`src/rtl/ccip_if_pkg.sv`:
```
// ccip_if_pkg: CCI-P types used by the MMIO CSR slave.
// Contents: MMIO header/bus structs for channel-0 receive and channel-2
// transmit, the MMIO length encoding, fixed DW addresses of the mandatory
// AFU registers, and the decode region type with a DW-select helper.
package ccip_if_pkg;

  typedef logic [15:0]  t_ccip_mmioAddr;
  typedef logic [8:0]   t_ccip_tid;
  typedef logic [511:0] t_ccip_clData;
  typedef logic [63:0]  t_ccip_mmioData;

  typedef enum logic [1:0] {
    eMMIO_LEN_4B  = 2'b00,
    eMMIO_LEN_8B  = 2'b01,
    eMMIO_LEN_64B = 2'b10
  } t_ccip_mmio_len;

  localparam t_ccip_mmioAddr CCIP_DFH_DW_ADDR      = 16'h0000;
  localparam t_ccip_mmioAddr CCIP_AFU_ID_L_DW_ADDR = 16'h0002;
  localparam t_ccip_mmioAddr CCIP_AFU_ID_H_DW_ADDR = 16'h0004;
  localparam t_ccip_mmioAddr CCIP_ERR_CNT_DW_ADDR  = 16'h0006;

  // Channel-0 memory response header; MMIO requests reuse the same bits.
  typedef struct packed {
    logic [1:0]  vc_used;
    logic        rsvd1;
    logic        hit_miss;
    logic [1:0]  rsvd0;
    logic [1:0]  cl_num;
    logic [3:0]  resp_type;
    logic [15:0] mdata;
  } t_ccip_c0_RspMemHdr;

  // Length is kept as raw bits so the illegal 2'b11 code stays observable.
  typedef struct packed {
    t_ccip_mmioAddr address;
    logic [1:0]     length;
    logic           rsvd;
    t_ccip_tid      tid;
  } t_ccip_c0_ReqMmioHdr;

  typedef struct packed {
    t_ccip_c0_RspMemHdr hdr;
    t_ccip_clData       data;
    logic               rspValid;
    logic               mmioRdValid;
    logic               mmioWrValid;
  } t_if_ccip_c0_Rx;

  typedef struct packed {
    t_ccip_tid tid;
  } t_ccip_c2_RspMmioHdr;

  typedef struct packed {
    t_ccip_c2_RspMmioHdr hdr;
    logic                mmioRdValid;
    t_ccip_mmioData      data;
  } t_if_ccip_c2_Tx;

  typedef enum logic [2:0] {
    REG_NONE     = 3'd0,
    REG_DFH      = 3'd1,
    REG_AFU_ID_L = 3'd2,
    REG_AFU_ID_H = 3'd3,
    REG_ERR_CNT  = 3'd4,
    REG_CSR      = 3'd5,
    REG_STAT     = 3'd6
  } t_mmio_region;

  // 8B accesses return the whole word; 4B accesses return one DW right-aligned.
  function automatic t_ccip_mmioData mmio_dw_select(input t_ccip_mmioData full,
                                                    input logic is_8b,
                                                    input logic hi_dw);
    if (is_8b) return full;
    return {32'h0, hi_dw ? full[63:32] : full[31:0]};
  endfunction

endpackage

```
`src/rtl/ccip_mmio_req_decode.sv`:
```
// ccip_mmio_req_decode: combinational decode of one MMIO request.
// Ports:
//   rd_valid, wr_valid  request strobes (already gated by reset release)
//   address, length     request header fields (DW address, length code)
//   region              which register block the address hits
//   index               CSR / status word index within its window
//   hi_dw               upper-DW select for 4B accesses
//   is_8b               length is 8 bytes
//   malformed           request must be counted as an error
module ccip_mmio_req_decode
  import ccip_if_pkg::*;
#(
  parameter int          NUM_CSR   = 8,
  parameter int          NUM_STAT  = 4,
  parameter logic [15:0] CSR_BASE  = 16'h0020,
  parameter logic [15:0] STAT_BASE = 16'h0060
) (
  input  logic           rd_valid,
  input  logic           wr_valid,
  input  t_ccip_mmioAddr address,
  input  logic [1:0]     length,
  output t_mmio_region   region,
  output logic [4:0]     index,
  output logic           hi_dw,
  output logic           is_8b,
  output logic           malformed
);

  // Offsets are one bit wider so an address below the base wraps to a large
  // value and fails the window-size compare.
  logic [16:0] csr_off;
  logic [16:0] stat_off;
  logic        csr_hit;
  logic        stat_hit;

  assign csr_off  = {1'b0, address} - {1'b0, CSR_BASE};
  assign stat_off = {1'b0, address} - {1'b0, STAT_BASE};
  assign csr_hit  = (address >= CSR_BASE)  && (csr_off  < 17'(2 * NUM_CSR));
  assign stat_hit = (address >= STAT_BASE) && (stat_off < 17'(2 * NUM_STAT));

  assign hi_dw = address[0];
  assign is_8b = (length == eMMIO_LEN_8B);

  // Simultaneous read and write is malformed even though each alone may be fine.
  assign malformed = (rd_valid || wr_valid) &&
                     (length[1] || (is_8b && address[0]) || (rd_valid && wr_valid));

  // Fixed registers take priority over the parameterised windows.
  always_comb begin
    region = REG_NONE;
    index  = '0;
    if (address[15:1] == CCIP_DFH_DW_ADDR[15:1]) begin
      region = REG_DFH;
    end else if (address[15:1] == CCIP_AFU_ID_L_DW_ADDR[15:1]) begin
      region = REG_AFU_ID_L;
    end else if (address[15:1] == CCIP_AFU_ID_H_DW_ADDR[15:1]) begin
      region = REG_AFU_ID_H;
    end else if (address[15:1] == CCIP_ERR_CNT_DW_ADDR[15:1]) begin
      region = REG_ERR_CNT;
    end else if (csr_hit) begin
      region = REG_CSR;
      index  = csr_off[5:1];
    end else if (stat_hit) begin
      region = REG_STAT;
      index  = stat_off[5:1];
    end
  end

endmodule

```
`src/rtl/ccip_mmio_csr.sv`:
```
// ccip_mmio_csr: CCI-P MMIO CSR slave with fixed 2-cycle read latency.
// Ports:
//   pClk                   interface clock
//   pck_cp2af_softReset_n  asynchronous active-low reset
//   c0_rx                  host channel-0 bus (MMIO read/write requests)
//   c2_tx                  MMIO read response (tid, valid, data)
//   csr_q                  read-write CSR contents, CSR i at [64*i+63:64*i]
//   csr_wr_pulse           per-CSR strobe, high in the cycle csr_q updates
//   stat_in                AFU status words, sampled when a read is answered
//   err_cnt                saturating count of malformed requests
// Pipeline: decoded request registered in stage 1 (write commits at the end
// of stage 1); read data muxed from stage-1 registers and registered onto c2.
module ccip_mmio_csr
  import ccip_if_pkg::*;
#(
  parameter int           NUM_CSR   = 8,
  parameter int           NUM_STAT  = 4,
  parameter logic [15:0]  CSR_BASE  = 16'h0020,
  parameter logic [15:0]  STAT_BASE = 16'h0060,
  parameter logic [127:0] AFU_ID    = 128'h0,
  parameter logic [63:0]  DFH_VALUE = 64'h1000_0000_0000_0000,
  // A zero-status build still needs a legal port width.
  localparam int          STAT_W    = (NUM_STAT > 0) ? NUM_STAT * 64 : 64
) (
  input  logic                   pClk,
  input  logic                   pck_cp2af_softReset_n,
  input  t_if_ccip_c0_Rx         c0_rx,
  output t_if_ccip_c2_Tx         c2_tx,
  output logic [NUM_CSR*64-1:0]  csr_q,
  output logic [NUM_CSR-1:0]     csr_wr_pulse,
  input  logic [STAT_W-1:0]      stat_in,
  output logic [15:0]            err_cnt
);

  logic rst_n;
  assign rst_n = pck_cp2af_softReset_n;

  // Reset release is synchronised: requests are accepted only once the
  // second stage has seen the deasserted reset.
  logic [1:0] rst_sync_reg;
  logic       accept;

  always_ff @(posedge pClk or negedge rst_n) begin
    if (!rst_n) rst_sync_reg <= '0;
    else        rst_sync_reg <= {rst_sync_reg[0], 1'b1};
  end
  assign accept = rst_sync_reg[1];

  t_ccip_c0_ReqMmioHdr req_hdr;
  logic                rd_req;
  logic                wr_req;

  assign req_hdr = t_ccip_c0_ReqMmioHdr'(c0_rx.hdr);
  assign rd_req  = accept & c0_rx.mmioRdValid;
  assign wr_req  = accept & c0_rx.mmioWrValid;

  logic unused_ok;
  assign unused_ok = ^{req_hdr.rsvd, c0_rx.data[511:64], c0_rx.rspValid};

  t_mmio_region dec_region;
  logic [4:0]   dec_index;
  logic         dec_hi_dw;
  logic         dec_is_8b;
  logic         dec_malformed;

  ccip_mmio_req_decode #(
    .NUM_CSR   (NUM_CSR),
    .NUM_STAT  (NUM_STAT),
    .CSR_BASE  (CSR_BASE),
    .STAT_BASE (STAT_BASE)
  ) u_decode (
    .rd_valid  (rd_req),
    .wr_valid  (wr_req),
    .address   (req_hdr.address),
    .length    (req_hdr.length),
    .region    (dec_region),
    .index     (dec_index),
    .hi_dw     (dec_hi_dw),
    .is_8b     (dec_is_8b),
    .malformed (dec_malformed)
  );

  // Stage 1 registers.
  logic           s1_rd_reg;
  logic           s1_csr_wr_reg;
  logic           s1_bad_reg;
  t_ccip_tid      s1_tid_reg;
  t_mmio_region   s1_region_reg;
  logic [4:0]     s1_idx_reg;
  logic           s1_hi_reg;
  logic           s1_8b_reg;
  t_ccip_mmioData s1_wdata_reg;

  always_ff @(posedge pClk or negedge rst_n) begin
    if (!rst_n) begin
      s1_rd_reg     <= 1'b0;
      s1_csr_wr_reg <= 1'b0;
      s1_bad_reg    <= 1'b0;
      s1_tid_reg    <= '0;
      s1_region_reg <= REG_NONE;
      s1_idx_reg    <= '0;
      s1_hi_reg     <= 1'b0;
      s1_8b_reg     <= 1'b0;
      s1_wdata_reg  <= '0;
    end else begin
      s1_rd_reg     <= rd_req;
      // Only well-formed CSR writes survive; everything else is dropped here.
      s1_csr_wr_reg <= wr_req && !dec_malformed && (dec_region == REG_CSR);
      s1_bad_reg    <= dec_malformed;
      s1_tid_reg    <= req_hdr.tid;
      s1_region_reg <= dec_region;
      s1_idx_reg    <= dec_index;
      s1_hi_reg     <= dec_hi_dw;
      s1_8b_reg     <= dec_is_8b;
      s1_wdata_reg  <= c0_rx.data[63:0];
    end
  end

  logic [15:0] err_cnt_reg;

  always_ff @(posedge pClk or negedge rst_n) begin
    if (!rst_n) begin
      err_cnt_reg <= '0;
    end else if (dec_malformed && (err_cnt_reg != 16'hFFFF)) begin
      err_cnt_reg <= err_cnt_reg + 16'd1;
    end
  end
  assign err_cnt = err_cnt_reg;

  // CSR bank: each CSR owns its storage and strobe.
  genvar gi;
  generate
    for (gi = 0; gi < NUM_CSR; gi++) begin : g_csr
      logic [63:0] q_reg;
      logic        pulse_reg;
      logic        hit;

      assign hit = s1_csr_wr_reg && (s1_idx_reg == 5'(gi));

      always_ff @(posedge pClk or negedge rst_n) begin
        if (!rst_n) begin
          q_reg     <= '0;
          pulse_reg <= 1'b0;
        end else begin
          pulse_reg <= hit;
          if (hit) begin
            if (s1_8b_reg)      q_reg        <= s1_wdata_reg;
            else if (s1_hi_reg) q_reg[63:32] <= s1_wdata_reg[31:0];
            else                q_reg[31:0]  <= s1_wdata_reg[31:0];
          end
        end
      end

      assign csr_q[64*gi +: 64] = q_reg;
      assign csr_wr_pulse[gi]   = pulse_reg;
    end
  endgenerate

  // Stage-2 read mux; sees csr_q after any write committed one cycle earlier.
  t_ccip_mmioData rd_full;
  t_ccip_mmioData rd_data;

  always_comb begin
    rd_full = '0;
    case (s1_region_reg)
      REG_DFH:      rd_full = DFH_VALUE;
      REG_AFU_ID_L: rd_full = AFU_ID[63:0];
      REG_AFU_ID_H: rd_full = AFU_ID[127:64];
      REG_ERR_CNT:  rd_full = {48'h0, err_cnt_reg};
      REG_CSR: begin
        for (int i = 0; i < NUM_CSR; i++) begin
          if (s1_idx_reg == 5'(i)) rd_full = csr_q[64*i +: 64];
        end
      end
      REG_STAT: begin
        for (int i = 0; i < NUM_STAT; i++) begin
          if (s1_idx_reg == 5'(i)) rd_full = stat_in[64*i +: 64];
        end
      end
      default: rd_full = '0;
    endcase
    rd_data = s1_bad_reg ? '0 : mmio_dw_select(rd_full, s1_8b_reg, s1_hi_reg);
  end

  t_if_ccip_c2_Tx c2_tx_reg;

  always_ff @(posedge pClk or negedge rst_n) begin
    if (!rst_n) begin
      c2_tx_reg <= '0;
    end else begin
      c2_tx_reg.mmioRdValid <= s1_rd_reg;
      c2_tx_reg.hdr.tid     <= s1_rd_reg ? s1_tid_reg : '0;
      c2_tx_reg.data        <= s1_rd_reg ? rd_data : '0;
    end
  end
  assign c2_tx = c2_tx_reg;

endmodule

```
`config.mk`:
```
export PLATFORM = sky130hd
export DESIGN_NAME = ccip_mmio_csr
export DESIGN_NICKNAME = d
export VERILOG_FILES = /design/src/rtl/ccip_if_pkg.sv /design/src/rtl/ccip_mmio_req_decode.sv /design/src/rtl/ccip_mmio_csr.sv
export SDC_FILE = /design/constraint.sdc
export NUM_CORES = 1
export LEC_CHECK = 0
export ABC_CLOCK_PERIOD_IN_PS = 3100
export CELL_PAD_IN_SITES_DETAIL_PLACEMENT = 1
export CELL_PAD_IN_SITES_GLOBAL_PLACEMENT = 2
export CORE_AREA = 8 8 536 538
export DETAILED_ROUTE_END_ITERATION = 16
export DIE_AREA = 0 0 544 546
export PLACE_DENSITY = 0.41
export SLEW_MARGIN = 20
export SYNTH_ARGS = -nofsm -noshare
export SYNTH_HDL_FRONTEND = slang
export SYNTH_SLANG_ARGS = --single-unit
```
`constraint.sdc`:
```
create_clock -name pClk -period 3.1 [get_ports pClk]
set_clock_uncertainty 0.15 [all_clocks]
set_input_delay 0.775 -clock pClk [delete_from_list [all_inputs] [get_ports pClk]]
set_output_delay 0.775 -clock pClk [all_outputs]
set_load 0.02 [all_outputs]
```
==> qor.csv <==
stage,metric,value,unit
run_status,status,finished clean,
worst_setup_path,crit path launch,s1_idx_reg[2]$_DFF_PN0_,
power_and_ir_drop,VDD IR-drop max,0.3818,mV
clock_tree,Root Buffer,clkbuf_16,
place,routability cong.,0.7840,
floorplanning,die height,546,um
place,port buffer count,960,
place,HPWL Detailed,231.5,mm
final_layout,Finished Layout Cells,7954,
sta,Slew HR,33.14,%
floorplanning,starting utilization of the core area,11.56,%
yosys,synth top area cells,"dfrtp_1 54%, mux2_2 10%, nor2_1 3.7%",
global_routing,gr usage total,18.52,%
sta,fin crit period,3096,ps
global_routing,gr ovfl total,0,
min_path,Hold Crit Depth,0,
worst_setup_path,CP most frequent cell,buf_4,
clock_tree,CTS tree,yes,
final_layout,Layout area overhead,65.88,%
yosys,ys flop type,dfrtp_1,
worst_setup_path,CP cell instances,"buf_4, or4b_4, buf_4, nor2_2, buf_12, a221o_1, o221ai_4, buf_4, o211ai_1",
floorplanning,Chip Width,544,um
power_and_ir_drop,leakage,21.22,nW
global_routing,largest net degree at the start of global routing,70,
final_layout,share of layout cells above drive strength 1,21.98,%
yosys,Mapped Cells,2962,
worst_setup_path,crit start category,flop,
sta,f_max,0.3230,GHz
place,Placed Cells,7743,
route,initial drt markers,1596,
yosys,Yosys top cell by area,dfrtp_1,
min_path,Hold Crit Start,rst_sync_reg[0]$_DFF_PN0_,
floorplanning,IO Pins,1411,
sta,fin crit share,99.87,%
clock_tree,CTS max path bufs,3,
yosys,register bit total from synthesis,698,
yosys,"Seq/Total Area, Yosys",54.26,%
worst_setup_path,R2R depth,9,
final_layout,max reg flops,512,
worst_setup_path,CP max-delay cell,or4b_4,
floorplanning,Row Count,194,
clock_tree,"CTS clk-pin slew, worst paths",60,ps
sta,Slew @ Worst Pin,1001,ps
sta,minimum setup slack in the final design,4.178,ps
global_routing,initial antenna violation count,107,
clock_tree,Worst-Skew Late Latency,750,ps
global_routing,vias in the first global route,32440,
worst_setup_path,CP max stage delay,580,ps
route,vias,30420,
final_layout,Nets,4936,
min_path,Worst Hold Class,reg2reg,
sta,final count of negative-setup-slack endpoints,0,
worst_setup_path,Worst Path Arrival,3510,ps
yosys,"FFs w/ async S/R, synth",100.0,%
floorplanning,DIE AREA,297000,um^2
clock_tree,CTS Buf Count,98,
yosys,Synth Cell Area,32190,um^2
yosys,"EDFF count, synth",0,
flow_run,Max Cap Viol,0,
place,"worst slack, placed",-292.8,ps
route,WL final,284.6,mm
yosys,Avg Inst Size Synth,10.87,um^2
clock_tree,CTS HTree Levels,3,
power_and_ir_drop,PwrDens,427.8,nW/um^2
worst_setup_path,end point of the critical path,c2_tx[19]$_DFF_PN0_,
final_layout,# fillers,31650,
worst_setup_path,critical path capture point type,flop,
route,# DRC,0,
yosys,Synth cell types,74,
sta,Hold Fails Final Rpt,0,
route,DRT antenna net count,0,
final_layout,Final Util,19.18,%
worst_setup_path,Setup CP Type,reg2reg,
worst_setup_path,R2R Path Start,s1_idx_reg[2]$_DFF_PN0_,
route,Via density,3.824,
yosys,Yosys warning total,0,
worst_setup_path,crit path max fanout,15,
sta,"Slew Viols, Final",0,
yosys,Synth top area share,54.26,%
worst_setup_path,critical path required time,3520,ps
clock_tree,clock net sink count,698,
global_routing,first-pass GRT wire length,364.2,mm
worst_setup_path,R2R Setup Slk,4,ps
route,routed length per instance,35.78,um
floorplanning,core box area,278400,um^2
route,First-pass DRT Iterations,5,
worst_setup_path,reg-to-reg endpoint,c2_tx[19]$_DFF_PN0_,
[placed cells by master (no fill, tap or decap), types with 23 or more instances in the layout]
master / count
o211ai_1: 56
o21ai_0: 214
a32oi_1: 26
nand3_1: 79
o32a_1: 26
clkbuf_8: 23
nand2b_1: 36
nand2_1: 186
clkdlybuf4s50_1: 951
clkbuf_16: 100
o21a_1: 32
mux2_2: 286
a21oi_1: 165
buf_12: 114
o2bb2ai_1: 45
clkbuf_1: 26
dfrtp_1: 693
buf_4: 242
mux2i_1: 63
nor3_1: 66
nor2_1: 310
[metrics by stage]
step / total power [W] / hold WS, ps / area, um^2 / setup TNS (ps)
global route: 0.02376 / 222.8 / 53350 / -1.158
finish: 0.02284 / 204.1 / 53400 / 0
CTS: 0.02344 / 196.8 / 53270 / 0
floorplan: 0.009813 / 181.2 / 32200 / 0
global placement: 0.01138 / 186.9 / 49810 / -1665
detailed placement: 0.01138 / 194.2 / 49810 / -1901
[repair_timing]
item                                    CTS  global route
endpoints found under the hold margin    11             0
cloned                                    1             0
endpoints found under the setup margin   28            22
gates resized for setup                  22             6
pin swaps                                 4             3
buffers inserted                          7             6
hold buffers                              1             0
[report_power, final]
group	internal (W)	total [W]	switching, W
Sequential	0.00921	0.00945	0.000231
Combinational	0.000764	0.00171	0.000951
Clock	0.00681	0.0117	0.00487
[area by class of cell]
cell class	count	area [um^2]	share of cell area, %
Antenna cell	21	52.55	0.09840
Timing Repair Buffer	1320	13790	25.82
Clock buffer	149	2917	5.461
Sequential cell	698	17480	32.74
Clock inverter	26	334.1	0.6256
Tap cell	3724	4659	8.725
Inverter	13	48.80	0.09138
Multi-Input combinational cell	2003	14120	26.44
[worst min path at each step]
stage | end | slack [ps]
after floorplan | rst_sync_reg[1]$_DFF_PN0_ | 180
after global placement | rst_sync_reg[1]$_DFF_PN0_ | 190
after detailed placement | rst_sync_reg[1]$_DFF_PN0_ | 190
after CTS | s1_wdata_reg[5]$_DFF_PN0_ | 200
after global routing | rst_sync_reg[1]$_DFF_PN0_ | 220
final | rst_sync_reg[1]$_DFF_PN0_ | 200
[kinds of logic (layout without fill, tap and decap cells)]
kind of cell | count (synthesis) | count (layout) | share of synthesized area (%)
AND/OR/NAND/NOR | 838 | 838 | 12.13
AO/OA/AOI/OAI | 758 | 758 | 15.76
flip-flops | 698 | 698 | 54.26
multiplexers | 386 | 386 | 13.66
buffers and inverters | 262 | 1508 | 3.665
XOR/XNOR | 16 | 16 | 0.4353
adder cells (fa/ha/maj) | 2 | 2 | 0.06995
other | 2 | 24 | 0.02333
[cell usage after synthesis, types with 13 or more instances]
master,n
a211oi_1,19
a21oi_1,165
a221o_1,16
a221oi_1,13
a2bb2oi_1,15
a311oi_1,16
a32oi_1,26
and2_1,13
buf_1,21
buf_2,64
buf_4,17
clkbuf_1,140
dfrtp_1,698
inv_1,13
mux2_2,286
mux2i_1,84
mux4_2,14
nand2_1,201
nand2b_1,37
nand3_1,81
nand3b_1,19
nand4_1,19
nor2_1,318
nor3_1,68
nor3b_1,17
o2111ai_1,16
o211ai_1,56
o21a_1,32
o21ai_0,214
o221ai_1,30
o22a_1,16
o22ai_1,20
o2bb2ai_1,45
o32a_1,28
or3_1,18
[critical path: cells and delay by family (launching register included)]
family / cells / cell delay, ps
buffers and inverters: 4 / 750
AOI/OAI and AO/OA: 3 / 690
and+or+nand+nor: 2 / 700
DFF: 1 / 560
[per-layer routing]
metal | vias up | wire [um] | track usage [%]
met5 | - | 585 | 0
met4 | 90 | 4977 | 3.212
met3 | 263 | 30100 | 8.273
met2 | 1215 | 122800 | 28.56
met1 | 15630 | 126100 | 24.10
li1 | 13220 | - | -
Power figures use the tool's default switching activity.
